--- config.mk ---
export PLATFORM = sky130hd
export DESIGN_NAME = iob2axil
export DESIGN_NICKNAME = d
export VERILOG_FILES = /design/src/rtl/iob2axil.sv
export SDC_FILE = /design/constraint.sdc
export NUM_CORES = 1
export LEC_CHECK = 0
export ABC_CLOCK_PERIOD_IN_PS = 3400
export BUFFER_PORTS_ARGS = -buffer_cell sky130_fd_sc_hd__buf_2
export CORE_MARGIN = 3
export CORE_UTILIZATION = 48
export CTS_CLUSTER_DIAMETER = 100
export DETAILED_ROUTE_END_ITERATION = 6
export PLACE_DENSITY = 0.86
export SLEW_MARGIN = 0
export SYNTH_ARGS = -nofsm -noshare
export SYNTH_HDL_FRONTEND = slang
export SYNTH_SLANG_ARGS = --single-unit
--- constraint.sdc ---
create_clock -name clk_i -period 3.4 [get_ports clk_i]
set_input_delay 0.51 -clock clk_i [delete_from_list [all_inputs] [get_ports clk_i]]
set_output_delay 0.51 -clock clk_i [all_outputs]
set_load 0.01 [all_outputs]
--- src/rtl/iob2axil.sv ---
// IOb slave to AXI4-Lite master bridge, one outstanding transaction.
// Read data returns on a one-cycle iob_rvalid_o pulse; err_o flags a non-OKAY response.
module iob2axil #(
  parameter int ADDR_W = 32,
  parameter int DATA_W = 32
) (
  input  logic                clk_i,
  input  logic                arst_n_i,
  input  logic                cke_i,
  input  logic                iob_avalid_i,
  input  logic [ADDR_W-1:0]   iob_addr_i,
  input  logic [DATA_W-1:0]   iob_wdata_i,
  input  logic [DATA_W/8-1:0] iob_wstrb_i,
  output logic                iob_ready_o,
  output logic                iob_rvalid_o,
  output logic [DATA_W-1:0]   iob_rdata_o,
  output logic                err_o,
  output logic [ADDR_W-1:0]   axil_awaddr_o,
  output logic [2:0]          axil_awprot_o,
  output logic                axil_awvalid_o,
  input  logic                axil_awready_i,
  output logic [DATA_W-1:0]   axil_wdata_o,
  output logic [DATA_W/8-1:0] axil_wstrb_o,
  output logic                axil_wvalid_o,
  input  logic                axil_wready_i,
  input  logic [1:0]          axil_bresp_i,
  input  logic                axil_bvalid_i,
  output logic                axil_bready_o,
  output logic [ADDR_W-1:0]   axil_araddr_o,
  output logic [2:0]          axil_arprot_o,
  output logic                axil_arvalid_o,
  input  logic                axil_arready_i,
  input  logic [DATA_W-1:0]   axil_rdata_i,
  input  logic [1:0]          axil_rresp_i,
  input  logic                axil_rvalid_i,
  output logic                axil_rready_o
);

  typedef enum logic [2:0] {IDLE, WR, WAIT_B, RD, WAIT_R} state_e;

  state_e              state_q, state_d;
  logic                ready_q, ready_d;
  logic                rvalid_q, rvalid_d;
  logic                err_q, err_d;
  logic [DATA_W-1:0]   rdata_q, rdata_d;
  logic [ADDR_W-1:0]   addr_q, addr_d;
  logic [DATA_W-1:0]   wdata_q, wdata_d;
  logic [DATA_W/8-1:0] wstrb_q, wstrb_d;
  logic                aw_done_q, aw_done_d;
  logic                w_done_q, w_done_d;

  logic aw_hs, w_hs, b_hs;

  assign axil_awvalid_o = (state_q == WR) && !aw_done_q;
  assign axil_wvalid_o  = (state_q == WR) && !w_done_q;
  assign axil_bready_o  = (state_q == WR) || (state_q == WAIT_B);
  assign axil_arvalid_o = (state_q == RD);
  assign axil_rready_o  = (state_q == WAIT_R);

  assign axil_awaddr_o = addr_q;
  assign axil_araddr_o = addr_q;
  assign axil_awprot_o = 3'b000;
  assign axil_arprot_o = 3'b000;
  assign axil_wdata_o  = wdata_q;
  assign axil_wstrb_o  = wstrb_q;

  assign iob_ready_o  = ready_q;
  assign iob_rvalid_o = rvalid_q;
  assign iob_rdata_o  = rdata_q;
  assign err_o        = err_q;

  assign aw_hs = axil_awvalid_o && axil_awready_i;
  assign w_hs  = axil_wvalid_o && axil_wready_i;
  assign b_hs  = axil_bvalid_i && axil_bready_o;

  always_comb begin
    state_d   = state_q;
    rvalid_d  = 1'b0;
    err_d     = 1'b0;
    rdata_d   = rdata_q;
    addr_d    = addr_q;
    wdata_d   = wdata_q;
    wstrb_d   = wstrb_q;
    aw_done_d = aw_done_q;
    w_done_d  = w_done_q;

    case (state_q)
      IDLE: begin
        if (iob_avalid_i && ready_q) begin
          addr_d    = iob_addr_i;
          wdata_d   = iob_wdata_i;
          wstrb_d   = iob_wstrb_i;
          aw_done_d = 1'b0;
          w_done_d  = 1'b0;
          state_d   = (|iob_wstrb_i) ? WR : RD;
        end
      end
      WR: begin
        aw_done_d = aw_done_q || aw_hs;
        w_done_d  = w_done_q || w_hs;
        // B may land in the same cycle as the last address/data beat
        if (aw_done_d && w_done_d) begin
          if (b_hs) begin
            state_d = IDLE;
            err_d   = |axil_bresp_i;
          end else begin
            state_d = WAIT_B;
          end
        end
      end
      WAIT_B: begin
        if (axil_bvalid_i) begin
          state_d = IDLE;
          err_d   = |axil_bresp_i;
        end
      end
      RD: begin
        if (axil_arready_i) state_d = WAIT_R;
      end
      WAIT_R: begin
        if (axil_rvalid_i) begin
          state_d  = IDLE;
          rvalid_d = 1'b1;
          rdata_d  = axil_rdata_i;
          err_d    = |axil_rresp_i;
        end
      end
      default: state_d = IDLE;
    endcase

    ready_d = (state_d == IDLE);
  end

  always_ff @(posedge clk_i or negedge arst_n_i) begin
    if (!arst_n_i) begin
      state_q   <= IDLE;
      ready_q   <= 1'b0;
      rvalid_q  <= 1'b0;
      err_q     <= 1'b0;
      rdata_q   <= '0;
      addr_q    <= '0;
      wdata_q   <= '0;
      wstrb_q   <= '0;
      aw_done_q <= 1'b0;
      w_done_q  <= 1'b0;
    end else if (cke_i) begin
      state_q   <= state_d;
      ready_q   <= ready_d;
      rvalid_q  <= rvalid_d;
      err_q     <= err_d;
      rdata_q   <= rdata_d;
      addr_q    <= addr_d;
      wdata_q   <= wdata_d;
      wstrb_q   <= wstrb_d;
      aw_done_q <= aw_done_d;
      w_done_q  <= w_done_d;
    end
  end

endmodule

==> results of run 1 <==
flip-flops by register name, indices dropped and copies added (netlist names):
name           flops
aw_done_q          1
axil_araddr_o     32
axil_wdata_o      32
axil_wstrb_o       4
err_o              1
iob_rdata_o       32
iob_ready_o        1
iob_rvalid_o       1
state_q            3
w_done_q           1
where the power goes:
group | switching (W) | internal, W | total, W
clock network | 0.000415 | 0.000284 | 0.000700
logic | 0.00102 | 0.00117 | 0.00219
registers | 0.000379 | 0.00189 | 0.00227
synthesized netlist by cell type:
master	count
dfrtp_1	108
mux2_2	71
buf_4	41
mux2_4	29
buf_6	8
nor2_1	6
inv_1	5
a21oi_1	4
nand3_1	4
a31oi_1	3
nand2_1	3
o21ai_0	3
o22ai_1	3
buf_2	2
nand2b_1	2
o211ai_1	2
or3b_2	2
a21o_1	1
a22oi_1	1
a41oi_1	1
and3_1	1
and3b_1	1
clkbuf_1	1
conb_1	1
nand3_4	1
nand3b_1	1
nor2_2	1
nor3b_1	1
nor3b_4	1
nor4_1	1
o2111ai_1	1
o311ai_0	1
or3_1	1
xnor2_1	1
worst max-delay path, stage by stage, from the launching register on:
cell and delay, ns:
dfrtp_1 0.53, nor2_1 0.19, nand3_1 0.20, nor2_4 0.14, buf_4 0.63, mux2_2 0.42
metal layers:
layer	vias up	track usage [%]	routed length [um]	share of wire, %
li1	1482	-	-	-
met1	1565	22.25	3990	38
met2	154	35.47	5678	54
met3	14	3.830	718	6.8
met4	0	5.530	158	1.5
met5	-	0	0	0
cell families after synthesis:
| group | share of synthesized area [%] |
|---|---|
| simple gates | 3.611 |
| flops | 57.77 |
| mux | 26.40 |
| compound gates | 2.755 |
| buf+inv | 9.200 |
| other cells | 0.08016 |
| xor+xnor | 0.1873 |
area by class of cell:
cell class                 count  area share (%)
clock inverter                 5          0.6138
inverter                       5          0.3175
timing repair buffer         255           21.76
sequential                   108           45.71
clock buffer                  10           2.328
multi-input combinational    153           26.54
tap                          129           2.730
path summary, 6_finish.rpt:
path | startpoint | end | slack, ns | depth (start not counted)
setup / recovery | state_q[1]$_DFFE_PN0P_ | axil_wdata_o[11]$_DFFE_PN0P_ | 1.13 | 5
hold / removal | arst_n_i | axil_araddr_o[2]$_DFFE_PN0P_ | 0.14 | 1
setup reg to reg | state_q[1]$_DFFE_PN0P_ | axil_wdata_o[11]$_DFFE_PN0P_ | 1.13 | 5
hold reg to reg | axil_wdata_o[24]$_DFFE_PN0P_ | axil_wdata_o[24]$_DFFE_PN0P_ | 0.51 | 1
max in group asynchronous | arst_n_i | w_done_q$_DFFE_PN0P_ | 2.28 | 2
min in group clk_i | axil_rdata_i[13] | iob_rdata_o[13]$_DFFE_PN0P_ | 0.38 | 2
metrics by stage:
stage | power, W | area, um2 | setup slack [ns]
floorplan | 0.003717 | 4697 | 1.711
global placement | 0.004415 | 5738 | 1.206
finish | 0.005159 | 5912 | 1.128
global route | 0.005496 | 5912 | 0.9982
CTS | 0.005221 | 5912 | 1.123
detailed placement | 0.004518 | 5738 | 1.111
==> impl_results.md, run 1 <==
* Outcome: finished clean
* Post-Route WL at 10.55 mm
* Detailed Routing Iterations Pass 1 at 4
* FF+latch area at 2703 um2
* # hold bufs at CTS at 0
* Initial antenna violation count at 0
* MaxCap Viol Count at 0
* CTS-repair resized insts at 0
* Post-detail-place hpwl at 8.273 mm
* Share of cells above drive strength 1 at 69.96%
* Unrepaired setup endpoints after global routing: no
* WP data arrival at 2.50 ns
* Vias per inst at 4.835
* Fill cell count at 738
* Final worst path period share at 66.82%
* Grt ovf at 0
* Total negative slack at 0 ns
* First-pass GRT wire length at 16.92 mm
* Crit path time final at 2.272 ns
* Final setup vio count at 0
* Post-CTS Setup Bufs at 0
* Synthesis-stage register bit count at 108
* Slew HR at 45.22%
* Syn. warnings at 0
* Worst slew pin tran at 0.8217 ns
* Starting Density at 49.92%
* 1st-iter DRT viols at 108
* Total CTS buffers at 9
* Wire per inst at 15.86 um
* Clock root buffer: clkbuf_8
* CP Launch Type: register
* Largest net degree at the start of global routing at 67
* Area of the multi-input gates at 1569 um2
* Core Area at 9371 um2
* Leak pwr at 3.104 nW
* Synth top area cells: dfrtp_1 58%, mux2_2 17%, mux2_4 9.3%, buf_4 6.6%, buf_6 1.9%
* Synthesis-to-layout area growth at 26.37%
* Placed insts at 650
* Worst-skew pair later-pin latency at 0.35 ns
* Final std cells w/o fill at 665
* # H-tree levels at 3
* CTS tree: yes
* Buffers added on ports at 252
* Critical path fanouts, max at 66
* Post-Syn Area per Cell at 14.95 um2
* Register area share after synthesis at 57.77%
* Die area at 10,970 um2
* Final Hold Viols at 0
* Ports at 259
* DRC errors left at 0
* Crit end category: register
* Commonest non-fill, non-tap cell in the layout: buf_2
* Clk_skew at 0.01392 ns
* Clk sinks at 108
* Clock transition at path regs at 0.10 ns
* Die X at 104.7 um
* Vias at 3,215
* Power per cell area at 872.6 nW/um2
* CTS Buffer Depth at 2
* Largest area contributor in the netlist: dfrtp_1
* Antenna-violating nets left at 0
* WP data required at 3.62 ns
* VDD IR-drop max at 0.4272 mV
* Fmax at 440.2 MHz
* Slew Viols, Final at 0
* Hold WS at 0.1350 ns
* Layout Utilization at 63.08%
* Post-Syn Instances at 313
* Die height at 104.7 um
* Hold WC Path Type: primary input to async pin
* Most frequent cells in the layout: 251 x buf_2, 108 x dfrtp_1, 71 x mux2_2
* Nets at 645
* Share of the synthesized area in the top cell type at 57.77%
* Syn Std Cell Area at 4678 um2
* Netlist cell types at 34
* Type of the worst setup path: register to register
* Vias in the first global route at 3,328
* # rows at 35
* Gr usage total at 19.13%
* Routability cong. at 0.7528
* Antenna diodes at 0
(Power assumes the default switching activity.)
==> run 2, diff against run 1 <==
--- a/config.mk
+++ b/config.mk
@@ -5,13 +5,14 @@
 export SDC_FILE = /design/constraint.sdc
 export NUM_CORES = 1
 export LEC_CHECK = 0
-export ABC_CLOCK_PERIOD_IN_PS = 3400
+export ABC_AREA = 1
+export ABC_CLOCK_PERIOD_IN_PS = 2000
 export BUFFER_PORTS_ARGS = -buffer_cell sky130_fd_sc_hd__buf_2
 export CORE_MARGIN = 3
-export CORE_UTILIZATION = 48
+export CORE_UTILIZATION = 40
 export CTS_CLUSTER_DIAMETER = 100
 export DETAILED_ROUTE_END_ITERATION = 6
-export PLACE_DENSITY = 0.86
+export PLACE_DENSITY = 0.76
 export SLEW_MARGIN = 0
 export SYNTH_ARGS = -nofsm -noshare
 export SYNTH_HDL_FRONTEND = slang
==> constraint.sdc (replaced) <==
create_clock -name clk_i -period 2 [get_ports clk_i]
set_input_delay 0.3 -clock clk_i [delete_from_list [all_inputs] [get_ports clk_i]]
set_output_delay 0.3 -clock clk_i [all_outputs]
set_load 0.01 [all_outputs]
==> impl_results.md, run 2 <==
* Unrepaired setup endpoints after global routing: no
* # H-tree levels at 3
* Syn Std Cell Area at 4713 um2
* Synthesis-stage register bit count at 108
* Type of the worst setup path: register to register
* Final setup vio count at 0
* Register area share after synthesis at 57.34%
* Hold EP: axil_wdata_o[3]$_DFFE_PN0P_
* Async S/R FF share, synth at 100.0%
* Starting Density at 41.10%
* Ports at 259
* Gr usage total at 16.12%
* Netlist cell types at 27
* Slew Viols, Final at 0
* First-pass GRT wire length at 16.59 mm
* Most common cell in the netlist: dfrtp_1
* Detailed Routing Iterations Pass 1 at 4
* Pre-CTS WS at 0.2762 ns
* Die height at 114.6 um
* Antenna-violating nets left at 0
* MaxCap Viol Count at 0
* Die X at 114.6 um
* Crit end category: register
* Post-Syn Area per Cell at 14.28 um2
* Worst-skew pair later-pin latency at 0.34 ns
* Vias at 3,260
* Fmax at 577.2 MHz
* Clk sinks at 108
* Post-synthesis mux area share at 25.72%
* Die area at 13,120 um2
* VDD IR-drop max at 0.8060 mV
* Power Total at 0.009126 W
* Vias in the first global route at 3,349
* Worst r2r src: state_q[0]$_DFFE_PN0P_
* Nets at 667
* CTS tree: yes
* Synthesis-to-layout area growth at 29.94%
* Largest net degree at the start of global routing at 66
* Grt ovf at 0
* PnR worst setup slack at 0.2676 ns
* R2R Setup Slk at 0.27 ns
* FF+latch area at 2703 um2
* CP Launch Type: register
* # rows at 39
* Total negative slack at 0 ns
* WP data required at 2.23 ns
* Final Hold Viols at 0
* Hold WC Path Type: primary input to register
* Share of cells above drive strength 1 at 63.15%
* Commonest non-fill, non-tap cell in the layout: buf_2
* DRC errors left at 0
* Hold Path Depth at 2
* Share of the synthesized area in the top cell type at 57.34%
* Hold WS at 0.1713 ns
* Clock transition at path regs at 0.07 ns
* Outcome: finished clean
* Syn. warnings at 0
* Post-Route WL at 10.79 mm
* Critical path fanouts, max at 33
* Clk_skew at 0.004793 ns
* Synth top area cells: dfrtp_1 57%, mux2_2 11%, mux2_4 9.2%, buf_4 6.1%, mux2_1 5.5%
* Wire per inst at 15.37 um
* WP data arrival at 1.96 ns
* Vias per inst at 4.644
* HP Start: iob_wdata_i[3]
* Number of flops mapped to enable cells by yosys at 0
* Synth cell count leaders: 108 x dfrtp_1, 46 x mux2_2, 38 x buf_4
* Worst R2R Path Depth at 4
* Synth Area in Adders at 0%
* Post-detail-place hpwl at 8.532 mm
* Largest family of logic cells by synthesized area: multiplexers
* FF-to-FF End: iob_rdata_o[0]$_DFFE_PN0P_
* Post-Syn Instances at 330
* Routability cong. at 0.8378
* Antenna diodes at 0
* Final worst path period share at 86.62%
* Slew HR at 61.66%
* Initial antenna violation count at 0
* Crit path time final at 1.732 ns
* Core Area at 11,470 um2
* Post-synth top flop: dfrtp_1
* CTS Buffer Depth at 2
* 1st-iter DRT viols at 135
* Area of the multi-input gates at 1564 um2
* Buffers added on ports at 252
* Fill cell count at 969
* Most frequent cells in the layout: 251 x buf_2, 108 x dfrtp_1, 46 x mux2_2
* Largest area contributor in the netlist: dfrtp_1
* Clock root buffer: clkbuf_16
* Power per cell area at 1490 nW/um2
* Total CTS buffers at 9
* Simple-Gate Fraction of Synth Area at 5.389%
* Synth Area in XOR/XNOR at 0%
* Leak pwr at 3.367 nW
* Compound-cell area share of the yosys netlist at 1.593%
* Worst slew pin tran at 0.5751 ns
[run 2: per-layer routing]
metal	up-vias	part of all wire (%)	global-route usage, %	routed length, um
met3	14	8.2	4.281	888
met4	0	1.7	5.622	183
met5	-	0	0	0
met2	154	53	29.14	5758
li1	1520	-	-	-
met1	1572	37	18.23	3957
[run 2: cells by family after synthesis]
logic type / Yosys count
DFF: 108
muxes: 98
buffers and inverters: 64
and+or+nand+nor: 46
AOI/OAI and AO/OA: 13
other: 1
[run 2: layout make-up]
| class | count | area share [%] |
|---|---|---|
| multi-input combinational | 163 | 25.54 |
| sequential | 108 | 44.13 |
| tap | 143 | 2.921 |
| clock inverter | 6 | 0.7967 |
| timing repair buffer | 258 | 22.02 |
| clock buffer | 10 | 3.739 |
| inverter | 14 | 0.8580 |
[run 2: per-stage QoR]
stage / instance area, um2 / cells / util (%)
after detailed placement: 5837 / 685 / 50.90
after floorplan: 4732 / 335 / -
after global placement: 5837 / 685 / 50.90
final: 6125 / 702 / 53.41
after CTS: 6125 / 702 / 53.41
after global routing: 6125 / 702 / 53.41
[run 2: timing repair]
action,CTS,global route
hold endpoints to repair,18,0
gates resized for setup,0,0
hold buffers,1,0
buffers inserted,0,0
[run 2: worst max-delay path by stage]
stage                                start                           end  cells after the start
finish              state_q[0]$_DFFE_PN0P_    iob_rdata_o[0]$_DFFE_PN0P_                      4
global route        state_q[0]$_DFFE_PN0P_    iob_rdata_o[2]$_DFFE_PN0P_                      4
CTS                 state_q[0]$_DFFE_PN0P_    iob_rdata_o[0]$_DFFE_PN0P_                      4
detailed placement  state_q[0]$_DFFE_PN0P_    iob_rdata_o[0]$_DFFE_PN0P_                      4
global placement    state_q[0]$_DFFE_PN0P_    iob_rdata_o[0]$_DFFE_PN0P_                      4
floorplan           state_q[0]$_DFFE_PN0P_  axil_wdata_o[15]$_DFFE_PN0P_                      6
[run 2: power by group]
part           leakage [nW]  internal [W]  switching [W]
logic                  1.89       0.00189        0.00182
registers              1.34       0.00317       0.000596
clock network         0.131      0.000859       0.000800
total                  3.37       0.00591        0.00322
[run 2: worst max-delay path: stages, from the launching register on]
cell	delay (ns)
dfrtp_1	0.55
nor3_4	0.11
nand3_4	0.07
buf_4	0.47
mux2_2	0.40
==> run 3, diff against run 2 <==
--- a/config.mk
+++ b/config.mk
@@ -9,10 +9,11 @@
 export ABC_CLOCK_PERIOD_IN_PS = 2000
 export BUFFER_PORTS_ARGS = -buffer_cell sky130_fd_sc_hd__buf_2
 export CORE_MARGIN = 3
-export CORE_UTILIZATION = 40
+export CORE_UTILIZATION = 42
+export CTS_BUF_LIST = sky130_fd_sc_hd__clkbuf_2
 export CTS_CLUSTER_DIAMETER = 100
 export DETAILED_ROUTE_END_ITERATION = 6
-export PLACE_DENSITY = 0.76
+export PLACE_DENSITY = 0.79
 export SLEW_MARGIN = 0
 export SYNTH_ARGS = -nofsm -noshare
 export SYNTH_HDL_FRONTEND = slang
==> impl_results.md, run 3 (synthesized netlist as in run 2, its figures left out) <==
* Vias at 3,663
* Slew Viols, Final at 0
* CP startpoint: state_q[1]$_DFFE_PN0P_
* 1st-iter DRT viols at 132
* Hold EP: state_q[0]$_DFFE_PN0P_
* Commonest non-fill, non-tap cell in the layout: buf_2
* Worst R2R Path Depth at 6
* WP data arrival at 1.55 ns
* Post-detail-place hpwl at 8.043 mm
* Flop pwr share at 42.9%
* Worst slew pin tran at 0.5647 ns
* Detailed Routing Iterations Pass 1 at 4
* FF-to-FF End: axil_araddr_o[26]$_DFFE_PN0P_
* CP Launch Type: register
* Unrepaired setup endpoints after global routing: yes
* CTS Buffer Depth at 2
* Clk_skew at 0.02340 ns
* Hold Path Depth at 3
* Vias in the first global route at 3,946
* Met3 usage at 4.293%
* Synthesis-to-layout area growth at 48.37%
* # rows at 38
* GR Util met1 at 22.07%
* Nets at 768
* Fmax at 539.9 MHz
* Most frequent cells in the layout: 251 x buf_2, 106 x dfrtp_1, 102 x dlygate4sd3_1
* Vias per inst at 4.584
* Slew HR at 62.35%
* Crit end category: output pin
* Final setup vio count at 0
* Largest net degree at the start of global routing at 109
* VDD IR-drop max at 0.7700 mV
* Total CTS buffers at 9
* Routability cong. at 0.9148
* Ports at 259
* Buffers added on ports at 252
* Internal power at 0.005587 W
* Die height at 111.9 um
* # H-tree levels at 3
* HP Start: axil_arready_i
* Most used routing layer: met2
* Worst-skew pair later-pin latency at 0.56 ns
* First-pass GRT wire length at 19.87 mm
* GR Util met2 at 35.69%
* Gr usage total at 19.60%
* Share of cells above drive strength 1 at 54.02%
* Power per cell area at 1258 nW/um2
* CTS tree: yes
* Outcome: finished clean
* Die area at 12,530 um2
* Gate power share at 44.6%
* Grt ovf at 0
* Hold WS at 0.1035 ns
* Hold WC Path Type: primary input to register
* WP data required at 1.70 ns
* Final Hold Viols at 0
* Core Area at 10,890 um2
* DRC errors left at 0
* Clock transition at path regs at 0.25 ns
* Final worst path period share at 92.60%
* Initial antenna violation count at 0
* Type of the worst setup path: register to output pin
* Sw Pwr at 0.003208 W
* Worst r2r src: state_q[1]$_DFFE_PN0P_
* Antenna diodes at 0
* Post-Route WL at 12.28 mm
* Total negative slack at 0 ns
* Critical path fanouts, max at 3
* Crit path time final at 1.852 ns
* Antenna-violating nets left at 0
* Die X at 111.9 um
* R2R Setup Slk at 0.26 ns
* Clk sinks at 108
* Sw frac at 36.48%
* Leak pwr at 3.732 nW
* Wire per inst at 15.37 um
* MaxCap Viol Count at 0
* Clock root buffer: clkbuf_2
* Clock share of power at 12.5%
* Starting Density at 43.29%
==> run 3: cell count changes in the layout (fill, tap and decap cells not counted), moves of 2 or more <==
cell           delta
clkbuf_2          +9
bufinv_16         +2
dlygate4sd3_1   +101
dfrtp_1           -2
clkbuf_16         -9
dfrtp_2           +2
==> run 3: power by group through the flow <==
stage                     registers, W  logic (W)  clock network (W)
after CTS                      0.00378    0.00390            0.00115
after global routing           0.00392    0.00423            0.00122
after floorplan                0.00419    0.00205                  0
final                          0.00378    0.00392            0.00110
after global placement         0.00375    0.00368                  0
after detailed placement       0.00382    0.00375                  0
==> run 3: layer usage <==
layer / share of wire [%] / vias up
li1: - / 1713
met2: 53 / 172
met5: 0 / -
met3: 7.2 / 25
met1: 37 / 1753
met4: 2.7 / 0
==> run 3: how the worst max path moves through the flow <==
stage | end | cells after the start | slack [ns]
finish | axil_rready_o | 3 | 0.15
global route | axil_wvalid_o | 4 | -0.007
CTS | axil_bready_o | 3 | 0.03
detailed placement | iob_rdata_o[0]$_DFFE_PN0P_ | 4 | 0.29
global placement | iob_rdata_o[0]$_DFFE_PN0P_ | 4 | 0.35
floorplan | axil_wdata_o[15]$_DFFE_PN0P_ | 6 | 0.47
==> run 3: layout make-up <==
| cell class | instances | area, um2 |
|---|---|---|
| Multi-Input combinational cell | 163 | 1564 |
| Tap cell | 140 | 175.2 |
| Sequential cell | 108 | 2705 |
| Clock buffer | 9 | 45.04 |
| Timing Repair Buffer | 359 | 2360 |
| Clock inverter | 6 | 88.84 |
| Inverter | 14 | 55.05 |
| Fill cell | 792 | 3895 |
==> run 3: metrics by stage <==
| step | worst slack, ns | power [W] | std cells | util [%] | instance area (um2) |
|---|---|---|---|---|---|
| after floorplan | 0.4658 | 0.006241 | 335 | - | 4732 |
| after global placement | 0.3496 | 0.007432 | 681 | 53.50 | 5826 |
| after detailed placement | 0.2879 | 0.007564 | 681 | 53.50 | 5826 |
| after CTS | 0.02796 | 0.008823 | 798 | 64.12 | 6982 |
| after global routing | -0.006911 | 0.009364 | 799 | 64.23 | 6993 |
| final | 0.1479 | 0.008795 | 799 | 64.23 | 6993 |
==> run 3: critical path: stages, from the launching register on <==
cell,delay [ns]
dfrtp_2,0.48
buf_4,0.16
nor3_4,0.19
buf_2,0.18
==> run 3: what timing repair did <==
item,in CTS,in global routing
setup endpoints to repair,1,5
hold buffers,102,0
pin swaps,0,1
gates resized for setup,1,3
buffers inserted,0,1
hold endpoints to repair,209,0
